**config.mk**
```make
export PLATFORM = sky130hd
export DESIGN_NAME = pred_bram_readback_streamer_flat
export DESIGN_NICKNAME = d
export VERILOG_FILES = /design/src/rtl/pred_bram_readback_streamer_if.sv /design/src/rtl/pred_bram_readback_streamer.sv /design/src/flat_wrapper.sv
export SDC_FILE = /design/constraint.sdc
export NUM_CORES = 1
export LEC_CHECK = 0
export ABC_CLOCK_PERIOD_IN_PS = 6200
export CAP_MARGIN = 40
export CORE_MARGIN = 10
export CORE_UTILIZATION = 59
export DETAILED_ROUTE_END_ITERATION = 8
export PLACE_DENSITY = 0.86
export SLEW_MARGIN = 20
export SYNTH_ARGS = -nofsm -noshare
export SYNTH_HDL_FRONTEND = slang
export SYNTH_SLANG_ARGS = --single-unit
```
**constraint.sdc**
```tcl
create_clock -name ap_clk -period 6.2 [get_ports ap_clk]
set_clock_uncertainty 0.1 [all_clocks]
set_input_delay 0.62 -clock ap_clk [delete_from_list [all_inputs] [get_ports ap_clk]]
set_output_delay 0.62 -clock ap_clk [all_outputs]
set_load 0.005 [all_outputs]
```
**src/rtl/pred_bram_readback_streamer_if.sv**
```systemverilog
// Bus bundle for the prediction readback streamer: the read-only BRAM port
// (address/enable out, data back) and the AXI-Stream master toward the DMA.
interface pred_bram_readback_streamer_if #(
  parameter int PRED_BITS      = 2,
  parameter int BRAM_ADDR_BITS = 14,
  parameter int DATA_WIDTH     = 32
) ();
  logic [BRAM_ADDR_BITS-1:0] rd_ADDR;
  logic                      rd_EN;
  logic [PRED_BITS-1:0]      rd_DATA;
  logic [DATA_WIDTH-1:0]     m_TDATA;
  logic                      m_TVALID;
  logic                      m_TREADY;
  logic                      m_TLAST;

  // streamer side
  modport master (
    output rd_ADDR, rd_EN, m_TDATA, m_TVALID, m_TLAST,
    input  rd_DATA, m_TREADY
  );

  // BRAM + stream sink side
  modport slave (
    input  rd_ADDR, rd_EN, m_TDATA, m_TVALID, m_TLAST,
    output rd_DATA, m_TREADY
  );
endinterface

```
**src/rtl/pred_bram_readback_streamer.sv**
```systemverilog
// Streams 2-bit predictions out of the prediction BRAM, packed LSB-first into
// AXI-Stream words. Two word buffers: a pack register filled slot by slot and
// an output register holding the beat on the bus. A completed word bypasses
// the pack register straight into the output register when that is free, so
// with TREADY high one word leaves every 16 cycles.
module pred_bram_readback_streamer #(
  parameter int PRED_BITS      = 2,
  parameter int BRAM_ADDR_BITS = 14,
  parameter int DATA_WIDTH     = 32
) (
  input  logic                      ap_clk,
  input  logic                      ap_rst_n,
  input  logic                      start,
  input  logic [BRAM_ADDR_BITS-1:0] base_addr,
  input  logic [BRAM_ADDR_BITS:0]   num_preds,
  output logic                      busy,
  output logic                      done,
  pred_bram_readback_streamer_if.master bus
);

  localparam int PREDS_PER_WORD = DATA_WIDTH / PRED_BITS;
  localparam int SLOT_W         = $clog2(PREDS_PER_WORD);
  localparam int CNT_W          = SLOT_W + 1;
  localparam int REM_W          = BRAM_ADDR_BITS + 1;

  typedef enum logic [1:0] {IDLE, READ, DRAIN, FIN} state_t;

  state_t                    state_q, state_d;
  logic [BRAM_ADDR_BITS-1:0] addr_q, addr_d;         // next address to read (drives rd_ADDR)
  logic [REM_W-1:0]          rem_q, rem_d;           // predictions still to be read
  logic [CNT_W-1:0]          cnt_q, cnt_d;           // pack slots filled or in flight
  logic [SLOT_W-1:0]         slot_q, slot_d;         // slot the arriving read lands in
  logic                      rvalid_q, rvalid_d;     // rd_DATA carries a read this cycle
  logic                      rlast_q, rlast_d;       // ...and it is the run's final prediction
  logic [DATA_WIDTH-1:0]     pack_q, pack_d;
  logic                      pack_full_q, pack_full_d; // complete word parked, waiting for output
  logic                      pack_last_q, pack_last_d;
  logic [DATA_WIDTH-1:0]     out_data_q, out_data_d;
  logic                      out_vld_q, out_vld_d;
  logic                      out_last_q, out_last_d;

  logic                      start_ok, out_fire, out_free, word_done, move, rd_en;
  logic [CNT_W-1:0]          cnt_eff;
  logic [DATA_WIDTH-1:0]     pack_w;

  // Handshake, word completion and read-issue decisions for this cycle.
  // Reads resume in the very cycle a full pack moves out, hence cnt_eff.
  always_comb begin
    start_ok  = (state_q == IDLE) && start;
    out_fire  = out_vld_q && bus.m_TREADY;
    out_free  = !out_vld_q || out_fire;
    pack_w    = pack_q;
    pack_w[int'(slot_q)*PRED_BITS +: PRED_BITS] = bus.rd_DATA;
    word_done = rvalid_q && ((slot_q == SLOT_W'(PREDS_PER_WORD-1)) || rlast_q);
    move      = out_free && (pack_full_q || word_done);
    cnt_eff   = move ? '0 : cnt_q;
    rd_en     = (state_q == READ) && (cnt_eff < CNT_W'(PREDS_PER_WORD));
  end

  // Run control: next state.
  always_comb begin
    state_d = state_q;
    case (state_q)
      IDLE:    if (start) state_d = (num_preds == '0) ? FIN : READ;
      READ:    if (rd_en && (rem_q == REM_W'(1))) state_d = DRAIN;
      DRAIN:   if (out_fire && out_last_q) state_d = FIN;
      FIN:     state_d = IDLE;
      default: state_d = IDLE;
    endcase
  end

  // Address/count bookkeeping, slot packing and output register loading.
  always_comb begin
    addr_d      = addr_q;
    rem_d       = rem_q;
    cnt_d       = cnt_eff + CNT_W'(rd_en);
    slot_d      = slot_q;
    rvalid_d    = rd_en;
    rlast_d     = rd_en && (rem_q == REM_W'(1));
    pack_d      = pack_q;
    pack_full_d = pack_full_q;
    pack_last_d = pack_last_q;
    out_data_d  = out_data_q;
    out_vld_d   = out_vld_q;
    out_last_d  = out_last_q;

    if (start_ok) begin
      addr_d      = base_addr;
      rem_d       = num_preds;
      cnt_d       = '0;
      slot_d      = '0;
      pack_d      = '0;
      pack_full_d = 1'b0;
    end else if (rd_en) begin
      addr_d = addr_q + 1'b1;   // wraps modulo BRAM depth
      rem_d  = rem_q - 1'b1;
    end

    if (rvalid_q) begin
      slot_d = slot_q + 1'b1;
      if (!word_done) pack_d = pack_w;
    end

    if (move) begin
      // a parked word never coexists with an arriving read
      out_data_d  = pack_full_q ? pack_q : pack_w;
      out_last_d  = pack_full_q ? pack_last_q : rlast_q;
      out_vld_d   = 1'b1;
      pack_d      = '0;
      pack_full_d = 1'b0;
    end else begin
      if (word_done) begin
        pack_d      = pack_w;
        pack_full_d = 1'b1;
        pack_last_d = rlast_q;
      end
      if (out_fire) out_vld_d = 1'b0;
    end
  end

  // State registers; async reset drops everything including in-flight reads.
  always_ff @(posedge ap_clk or negedge ap_rst_n) begin
    if (!ap_rst_n) begin
      state_q     <= IDLE;
      addr_q      <= '0;
      rem_q       <= '0;
      cnt_q       <= '0;
      slot_q      <= '0;
      rvalid_q    <= 1'b0;
      rlast_q     <= 1'b0;
      pack_q      <= '0;
      pack_full_q <= 1'b0;
      pack_last_q <= 1'b0;
      out_data_q  <= '0;
      out_vld_q   <= 1'b0;
      out_last_q  <= 1'b0;
    end else begin
      state_q     <= state_d;
      addr_q      <= addr_d;
      rem_q       <= rem_d;
      cnt_q       <= cnt_d;
      slot_q      <= slot_d;
      rvalid_q    <= rvalid_d;
      rlast_q     <= rlast_d;
      pack_q      <= pack_d;
      pack_full_q <= pack_full_d;
      pack_last_q <= pack_last_d;
      out_data_q  <= out_data_d;
      out_vld_q   <= out_vld_d;
      out_last_q  <= out_last_d;
    end
  end

  assign busy         = (state_q != IDLE);
  assign done         = (state_q == FIN);
  assign bus.rd_ADDR  = addr_q;
  assign bus.rd_EN    = rd_en;
  assign bus.m_TDATA  = out_data_q;
  assign bus.m_TVALID = out_vld_q;
  assign bus.m_TLAST  = out_last_q;

endmodule

```
**src/flat_wrapper.sv**
```systemverilog
// flat-port wrapper written by rule: the top's interface ports become plain ports
module pred_bram_readback_streamer_flat 
#(
  parameter int PRED_BITS      = 2,
  parameter int BRAM_ADDR_BITS = 14,
  parameter int DATA_WIDTH     = 32
)
  (ap_clk, ap_rst_n, start, base_addr, num_preds, busy, done, bus_rd_ADDR, bus_rd_EN, bus_m_TDATA, bus_m_TVALID, bus_m_TLAST, bus_rd_DATA, bus_m_TREADY);
  pred_bram_readback_streamer_if #(.PRED_BITS(PRED_BITS), .BRAM_ADDR_BITS(BRAM_ADDR_BITS), .DATA_WIDTH(DATA_WIDTH)) bus_i ();
  input  logic ap_clk;
  input  logic ap_rst_n;
  input  logic start;
  input  logic [BRAM_ADDR_BITS-1:0] base_addr;
  input  logic [BRAM_ADDR_BITS:0] num_preds;
  output logic busy;
  output logic done;
  output wire logic [$bits(bus_i.rd_ADDR)-1:0] bus_rd_ADDR;
  output wire logic [$bits(bus_i.rd_EN)-1:0] bus_rd_EN;
  output wire logic [$bits(bus_i.m_TDATA)-1:0] bus_m_TDATA;
  output wire logic [$bits(bus_i.m_TVALID)-1:0] bus_m_TVALID;
  output wire logic [$bits(bus_i.m_TLAST)-1:0] bus_m_TLAST;
  input wire logic [$bits(bus_i.rd_DATA)-1:0] bus_rd_DATA;
  input wire logic [$bits(bus_i.m_TREADY)-1:0] bus_m_TREADY;
  assign bus_rd_ADDR = bus_i.rd_ADDR;
  assign bus_rd_EN = bus_i.rd_EN;
  assign bus_m_TDATA = bus_i.m_TDATA;
  assign bus_m_TVALID = bus_i.m_TVALID;
  assign bus_m_TLAST = bus_i.m_TLAST;
  assign bus_i.rd_DATA = bus_rd_DATA;
  assign bus_i.m_TREADY = bus_m_TREADY;
  pred_bram_readback_streamer #(.PRED_BITS(PRED_BITS), .BRAM_ADDR_BITS(BRAM_ADDR_BITS), .DATA_WIDTH(DATA_WIDTH)) u_core (.ap_clk(ap_clk), .ap_rst_n(ap_rst_n), .start(start), .base_addr(base_addr), .num_preds(num_preds), .busy(busy), .done(done), .bus(bus_i));
endmodule
```
# Word level (Yosys, flattened, before mapping)
# Cells that the tools add are included.
# W data, S select, Z words.
# totals
ff_bits	110
in_bits	35
out_inout_bits	51
wordCells	76
# op_classes
add_sub_neg	5
order_cmp	1
n_eq_ne	8
shift	2
n_mux	25
n_bitwise	1
reduce_logical	21
# ops
operator	count
$mux W32	5
$neg A5 Y33	1
$shift A2 B33 Y32 const A	1
$shiftx A2 B33 Y32	1
$bwmux W32	1
$mux W15	2
$mux W14	2
$eq A15 B1 Y1 const B	1
$logic_not A15 Y1	1
$sub A15 B1 Y15 const B	1
$add A14 B1 Y14 const B	1
$mux W5	2
$mux W2	4
$mux W4	2
$pmux W2 S4	1
$reduce_bool A2 Y1	4
$logic_and A1 B1 Y1	7
$mux W1	6
$add A5 B1 Y5	1
$lt A5 B5 Y1 const B	1
$add A4 B1 Y4 const B	1
$eq A2 B2 Y1 const B	2
$eq A4 B4 Y1 const B	1
$ne A2 B1 Y1 const B	2
10 further kinds	12

# Logic depth before layout (Yosys ltp)
# Gate-level depths: netlist (run 1).
# logic_depth
depth_word	11
ltp_mapped	11
mapped_depth_nobuf	10

# Worst setup path before layout (run 1)
# No wires, ideal clock.
# synth_path
path_kind	flip-flop to flip-flop
from	register u_core.slot_q[0]
to	register u_core.out_data_q[8], in the netlist u_core.bus.m_TDATA[8]
setup_time_ns	0.129
t_arrival_ns	2.297
required_time_ns	5.971
path_slack_ns	3.674
path_stages_with_launch	9
n_path_buf	1
synth_period_minus_slack_ns	2.526
path_cell_list	dfrtp_1 > clkbuf_1 > inv_1 > ha_1 > nand2b_1 > a2111o_1 > or4_1 > mux2i_1 > o21ai_1
# synth_via
elab_chain_cells	5
elab_cells_between_ends	10
classes_between	1 x add/sub; 1 x eq/ne; 2 x shift; 2 x mux; 4 x reduce/logical
# synth_lines
element	line_no	source
start: declaration	pred_bram_readback_streamer.sv:32	logic [SLOT_W-1:0] slot_q, slot_d;
start signal: assignment	pred_bram_readback_streamer.sv:142	slot_q <= slot_d;
branches (longest 5 deep; another with $neg A5 Y33)	-	
end signal: assignment	pred_bram_readback_streamer.sv:148	out_data_q <= out_data_d;
end: declaration	pred_bram_readback_streamer.sv:38	logic [DATA_WIDTH-1:0] out_data_q, out_data_d;
# Several ways; the timed one is not identified.
# A chain may end at the register's enable or synchronous reset.

# Worst setup path in the final report (run 1)
# layout_path
from	register u_core.slot_q[0]
to	output port bus_rd_EN
# layout_via
elab_chain_cells	8
# layout_lines
element	line_no	source
$eq A4 B4 Y1	pred_bram_readback_streamer.sv:54	word_done = rvalid_q && ((slot_q == SLOT_W'(PREDS_PER_WORD-1)) || rlast_q);
$logic_or A1 B1 Y1	pred_bram_readback_streamer.sv:54	
$logic_and A1 B1 Y1	pred_bram_readback_streamer.sv:54	
$logic_or A1 B1 Y1	pred_bram_readback_streamer.sv:55	move = out_free && (pack_full_q || word_done);
$logic_and A1 B1 Y1	pred_bram_readback_streamer.sv:55	
$mux W5	pred_bram_readback_streamer.sv:56	cnt_eff = move ? '0 : cnt_q;
$lt A5 B5 Y1	pred_bram_readback_streamer.sv:57	rd_en = (state_q == READ) && (cnt_eff < CNT_W'(PREDS_PER_WORD));
$logic_and A1 B1 Y1	pred_bram_readback_streamer.sv:57	
end: declaration	flat_wrapper.sv:18	output wire logic [$bits(bus_i.rd_EN)-1:0] bus_rd_EN;
# No other way between the ends.

==> impl_results.md, run 1 <==
- Met1 usage: 27.1%
- Number of synthesized flops with an enable pin: 0
- Die height: 119 um
- Minimum clock period: between 3000 and 4000 ps
- First-pass GRT wire length: 24700 um
- Synth Area in XOR/XNOR: 4.51%
- # DRC: 0
- Seq/Total Area, Yosys: 47.2%
- Unrepaired setup endpoints after global routing: false
- Clock latency at the later pin of the worst-skew pair: 390 ps
- CP arrival: 3110 ps
- Adder-Cell Fraction of Synth Area: under 10%
- Kind of end point of the critical path: output port
- Final TNS setup: 0 ps
- Total track usage: 20.6%
- Chip width: 119 um
- Post-Route WL: approximately 15000 um
- Setup bufs post-CTS: 0
- Core area: 9680 um^2
- CP Max Fanout: 15
- # H-tree levels: 3
- Pins Over Slew Limit: 0
- Simple-Gate Fraction of Synth Area: 17.7%
- Maximum vdd drop: 263 uV
- FF-to-FF Start: u_core.slot_q[0]
- Met2 usage: 33.4%
- CTS tree: done
- Cell variety after synth: 56
- Area post-placement: 6790 um^2
- Max_slew headroom: around 54%
- Share of cells above drive strength 1: 5.65%
- DR vias: 4991
- Mapped Nets: 657
- Largest family of logic cells by synthesized area: compound AO/OA/AOI/OAI gates
- Multiplexer area fraction after synthesis: 5.86%
- Synth Flop Type: dfrtp_1
- Fillers: 680
- Hold Path Origin: u_core.bus.m_TDATA[24]
- Die area: about 14000 um^2
- Clk buf depth: 2
- Largest net degree at the start of global routing: 64
- Grt total ovfl: 0
- Initial core utilization: between 60% and 70%
- Clock root buffer: clkbuf_8
- Clock sinks: 110
- Maxcap violations: 0
- Setup CP Type: flip-flop to output port
- Pwr dens: 357 nW/um^2
- Yosys warns: 0
- Nets: 735
- Antenna violations before repair: 0
- PortBufs: 85
- RD Place Congestion: roughly 0.87
- Final Hold Fails: 0
- Final ANT Viol Nets: 0
- Met3 Track Usage GR: 3.97%
- Area Growth Syn to Fin: 21.7%
- Global route hottest layer: met2
- Startpoint type of the worst setup path: flip-flop
- Post-route cell area: approximately 7100 um^2
- # diodes: 0
- Peak Freq: between 0.2 and 0.3 GHz
- Vias per cell: around 6.1
- Synth Cell Area: ~5800 um^2
- Floorplan row count: 36
- Initial DRC count: a little over 500
- Synthesized flop and latch total: 110
- I/O pins: between 80 and 90
- Leak pwr: 0.00293 uW
- WP data required: 5480 ps
- Async SR Flop Fraction: 100%
- Status: finished clean
- CTS buffer count: 9
- Mean Syn Cell Area: 9.60 um^2
- DRT Pass-1 Iters: 5
- Mapped Cells: 607
- HPWL after DPL: approximately 11000 um
- Synth Area in Compound Gates: 18.4%
- Final period utilization: around three fifths
- Per-cell routed wire length: around 18 um
- Worst-Margin Slew: 679 ps
- Final setup violation count: 0
- Worst min-delay path category: flip-flop to flip-flop
- Crit path launch: u_core.slot_q[0]
- Number of global-route vias before repair: 4934
- CTS clock-pin slew for the worst setup and hold paths: 90 ps
sequential cells by signal, summed over array words and instances, names as in the netlist:
register and count:
u_core.pack_last_q 1, u_core.rlast_q 1, u_core.bus.rd_ADDR 14, u_core.cnt_q 5, u_core.rem_q 15, u_core.slot_q 4, u_core.pack_full_q 1, u_core.bus.m_TDATA 32
u_core.bus.m_TLAST 1, u_core.bus.m_TVALID 1, u_core.rvalid_q 1, u_core.state_q 2, u_core.pack_q 32
per-stage QoR:
step           worst slack [ps]  utilization, %  cells  power [uW]  hold slack, ps
6_report                   2370            73.2    823        2540             386
5_1_grt                    2200            73.2    823        2700             412
4_1_cts                    2490            72.5    819        2510             243
3_5_place_dp               2500            70.1    803        1990             366
3_3_place_gp               2580            69.7    801        1940             348
2_1_floorplan              3670               -    607        1630             224
worst max-delay path: stages (launching register included):
cell and delay, ps:
dfrtp_1 610, ha_1 340, nand4_2 160, a21oi_1 480, o21ai_0 300, clkinv_1 280
clkdlybuf4s50_1 550
cell type report:
class / instances / area [um^2] / share of cell area (%)
timing repair buffer: 95 / 981 / 13.8
clock inverter: 7 / 113 / 1.59
inverter: 17 / 63.8 / 0.900
clock buffer: 9 / 124 / 1.75
multi-input combinational: 452 / 2890 / 40.8
sequential: 110 / 2750 / 38.8
tap: 133 / 166 / 2.35
cells by family (layout without fill, tap and decap cells):
logic type,Yosys count,count (layout)
AOI/OAI and AO/OA,165,165
xor gates and xnor gates,30,30
adders and majority gates,15,15
buffers and inverters,45,128
DFF,110,110
muxes,34,34
and+or+nand+nor,208,208
placed cells by master, fill, tap and decap left out, types with 16 or more instances in the layout:
cell type	n
dfrtp_1	110
clkdlybuf4s50_1	84
nand2_1	82
o21ai_0	64
a21oi_1	35
mux2i_1	33
nor2_1	30
xnor2_1	27
and2_1	19
nand3_1	18
inv_1	16
timing repair:
action	4_1_cts	5_1_grt
gates resized for setup	0	0
hold buffers	0	1
endpoints found under the hold margin	0	6
cell usage after synthesis, types with 2 or more instances:
cell type | count | area, um^2
a2111oi_2 | 2 | 30.0
a211o_1 | 2 | 17.5
a211oi_1 | 11 | 82.6
a211oi_2 | 2 | 25.0
a21o_1 | 2 | 15.0
a21oi_1 | 35 | 175
a22o_1 | 13 | 114
a32o_1 | 8 | 80.1
and2_1 | 19 | 119
and3_1 | 6 | 37.5
and4_1 | 3 | 26.3
buf_1 | 2 | 7.51
buf_4 | 2 | 15.0
clkbuf_1 | 22 | 82.6
dfrtp_1 | 110 | 2750
ha_1 | 15 | 188
inv_1 | 16 | 60.1
mux2i_1 | 33 | 330
nand2_1 | 82 | 308
nand2b_1 | 6 | 37.5
nand3_1 | 18 | 90.1
nand3b_1 | 3 | 22.5
nand4_1 | 7 | 43.8
nor2_1 | 30 | 113
nor2b_1 | 6 | 37.5
nor3_1 | 12 | 60.1
nor4_1 | 4 | 25.0
nor4_2 | 2 | 25.0
o2111ai_1 | 2 | 17.5
o21ai_0 | 65 | 325
o21ai_1 | 7 | 35.0
o2bb2ai_1 | 6 | 52.6
or3_1 | 3 | 18.8
xnor2_1 | 27 | 236
xor2_1 | 3 | 26.3
report_power, final:
part	switching, uW	internal (uW)	total [uW]
logic	582	432	1010
registers	166	844	1010
clock network	245	266	511
routing by layer:
metal	share of wire (%)	up-vias
met3	6.3	27
li1	-	2331
met4	2.1	0
met5	0	-
met1	42	2440
met2	49	193
worst paths after layout:
path	slack, ps	end	cells after the start
setup reg to reg	2900	u_core.cnt_q[4]	11
hold / removal	390	u_core.bus.m_TDATA[24]	2
max in group asynchronous	4590	u_core.pack_q[27]	3
setup / recovery	2370	bus_rd_EN	6
hold reg to reg	390	u_core.bus.m_TDATA[24]	2
min in group asynchronous	530	u_core.bus.m_TDATA[19]	2
Power figures use the tool's default switching activity.
==> run 2: changes to the inputs <==
--- a/config.mk
+++ b/config.mk
@@ -5,12 +5,12 @@
 export SDC_FILE = /design/constraint.sdc
 export NUM_CORES = 1
 export LEC_CHECK = 0
-export ABC_CLOCK_PERIOD_IN_PS = 6200
+export ABC_CLOCK_PERIOD_IN_PS = 3600
 export CAP_MARGIN = 40
 export CORE_MARGIN = 10
-export CORE_UTILIZATION = 59
+export CORE_UTILIZATION = 55
 export DETAILED_ROUTE_END_ITERATION = 8
-export PLACE_DENSITY = 0.86
+export PLACE_DENSITY = 0.81
 export SLEW_MARGIN = 20
 export SYNTH_ARGS = -nofsm -noshare
 export SYNTH_HDL_FRONTEND = slang
==> constraint.sdc (replaced) <==
create_clock -name ap_clk -period 3.6 [get_ports ap_clk]
set_clock_uncertainty 0.1 [all_clocks]
set_input_delay 0.36 -clock ap_clk [delete_from_list [all_inputs] [get_ports ap_clk]]
set_output_delay 0.36 -clock ap_clk [all_outputs]
set_load 0.005 [all_outputs]
==> run 2 against run 1 <==
  * Worst setup slack worse by 2000 ps
  * Die area rose by 6.0%
  * Final area shrank 0.48%
  * Non-clock buffer count up 4
  * Wire length is 2.4% lower
  * Count of clock-buffer cells in the layout up 2
  * Sequential cell count is the same
  * Core utilization shrank 4.9 points
  * Sequential share of layout area rose by 0.19 points
  * Clock power rose by 46%
  * Critical path depth did not move
==> impl_results.md, run 2 (synthesized netlist as in run 1, its figures left out) <==
- Final ANT Viol Nets: 0
- Leak pwr: 0.00292 uW
- # diodes: 0
- Initial DRC count: 442
- Clock sinks: 110
- CTS buffer count: 9
- First-pass GRT wire length: roughly 24000 um
- Number of global-route vias before repair: 4854
- Vias per cell: 5.86
- CP Max Fanout: 15
- Final setup violation count: 0
- RD Place Congestion: roughly 0.85
- Max_slew headroom: 49.6%
- Setup bufs post-CTS: 0
- Post-layout util: 68.4%
- Cells after DPL: slightly above 800
- Nets: about 740
- Most common cell after layout, fill and taps aside: dfrtp_1
- Most frequent cells in the layout: dfrtp_1, clkdlybuf4s50_1, nand2_1
- Non-Filler Instances: 829
- I/O pins: 86
- Clock root buffer: clkbuf_8
- Minimum clock period: 3200 ps
- Unrepaired setup endpoints after global routing: false
- # DRC: 0
- Worst min-delay path category: input port to async pin
- Die area: 15100 um^2
- Final TNS setup: 0 ps
- Pins Over Slew Limit: 0
- Maxcap violations: 0
- Worst-Margin Slew: around 750 ps
- WP data required: 3140 ps
- Peak Freq: between 0.3 and 0.4 GHz
- Kind of end point of the critical path: output port
- # H-tree levels: 3
- Pwr dens: ~600 nW/um^2
- DR vias: 4859
- Share of cells above drive strength 1: 5.92%
- Post-Route WL: 14500 um
- Pre-CTS WS: about 670 ps
- Core area: 10300 um^2
- Setup CP Type: flip-flop to output port
- Area Growth Syn to Fin: 21.1%
- Clock latency at the later pin of the worst-skew pair: 380 ps
- Die height: 123 um
- Per-cell routed wire length: 17.5 um
- Maximum vdd drop: 359 uV
- PnR worst setup slack: 400 ps
- HPWL after DPL: roughly 11000 um
- PortBufs: 85
- CTS tree: done
- Startpoint type of the worst setup path: flip-flop
- Initial core utilization: between 50 and 60%
- Total track usage: 19.3%
- Clk buf depth: 2
- Tot Pwr: 4240 uW
- Largest net degree at the start of global routing: 68
- CTS clock-pin slew for the worst setup and hold paths: 100 ps
- Status: finished clean
- Grt total ovfl: 0
- DRT Pass-1 Iters: 5
- Final Hold Fails: 0
- Antenna violations before repair: 0
- Floorplan row count: 37
- Final period utilization: 88.9%
- CP arrival: ~2700 ps
- Chip width: 123 um
[run 2: cell types whose count changed in the layout (fill, tap and decap cells not counted), sizes merged]
cell | before | now
bufinv | 3 | 1
clkinv | 4 | 3
clkbuf | 9 | 11
buf | 10 | 14
[run 2: layout make-up]
| type | instances | area, um^2 |
|---|---|---|
| fillers | 775 | 3260 |
| well taps | 136 | 170 |
| multi-input cells | 452 | 2890 |
| flip-flops and latches | 110 | 2750 |
| repair buffers | 99 | 991 |
| clock buffers | 11 | 141 |
| inverters | 17 | 63.8 |
| clock inverters | 4 | 47.5 |
[run 2: routing by layer]
| layer | track usage, % | wire length (um) | vias to the layer above |
|---|---|---|---|
| met2 | 32.4 | 7130 | 165 |
| met4 | 8.10 | 368 | 0 |
| met5 | 0 | 0 | - |
| met3 | 3.97 | 950 | 35 |
| met1 | 23.9 | 6060 | 2326 |
| li1 | - | - | 2333 |
[run 2: final timing paths]
path                                  startpoint                     end  slack (ps)  depth (start not counted)
worst max-delay path            u_core.slot_q[0]               bus_rd_EN         400                          6
max in group asynchronous               ap_rst_n   u_core.bus.m_TDATA[5]        2200                          4
worst min register to register  u_core.pack_q[0]        u_core.pack_q[0]         380                          2
min in group ap_clk             u_core.pack_q[0]        u_core.pack_q[0]         380                          2
worst max register to register  u_core.slot_q[0]         u_core.cnt_q[4]         780                         10
worst min-delay path                    ap_rst_n  u_core.bus.m_TDATA[10]         300                          2
[run 2: critical path, cell delays in order, from the launching register on]
cell             delay [ps]
dfrtp_1                 560
ha_1                    340
nand4_2                 130
a21oi_1                  90
o21ai_0                 320
clkinv_1                360
clkdlybuf4s50_1         550
[run 2: power breakdown]
part / switching, uW / internal [uW] / leakage, uW
logic: 988 / 758 / 0.00137
registers: 293 / 1450 / 0.00145
clock network: 410 / 335 / 0.0000952
total: 1690 / 2550 / 0.00292
[run 2: timing repair]
item | 4_1_cts | 5_1_grt
resized for setup | 0 | 0
hold buffers | 0 | 1
hold endpoints to repair | 0 | 20
[run 2: metrics by stage]
step	hold WS, ps	cell area [um^2]
global route	319	7060
finish	300	7060
floorplan	-35.6	5830
CTS	5.32	7010
detailed placement	365	6820
global placement	352	6800
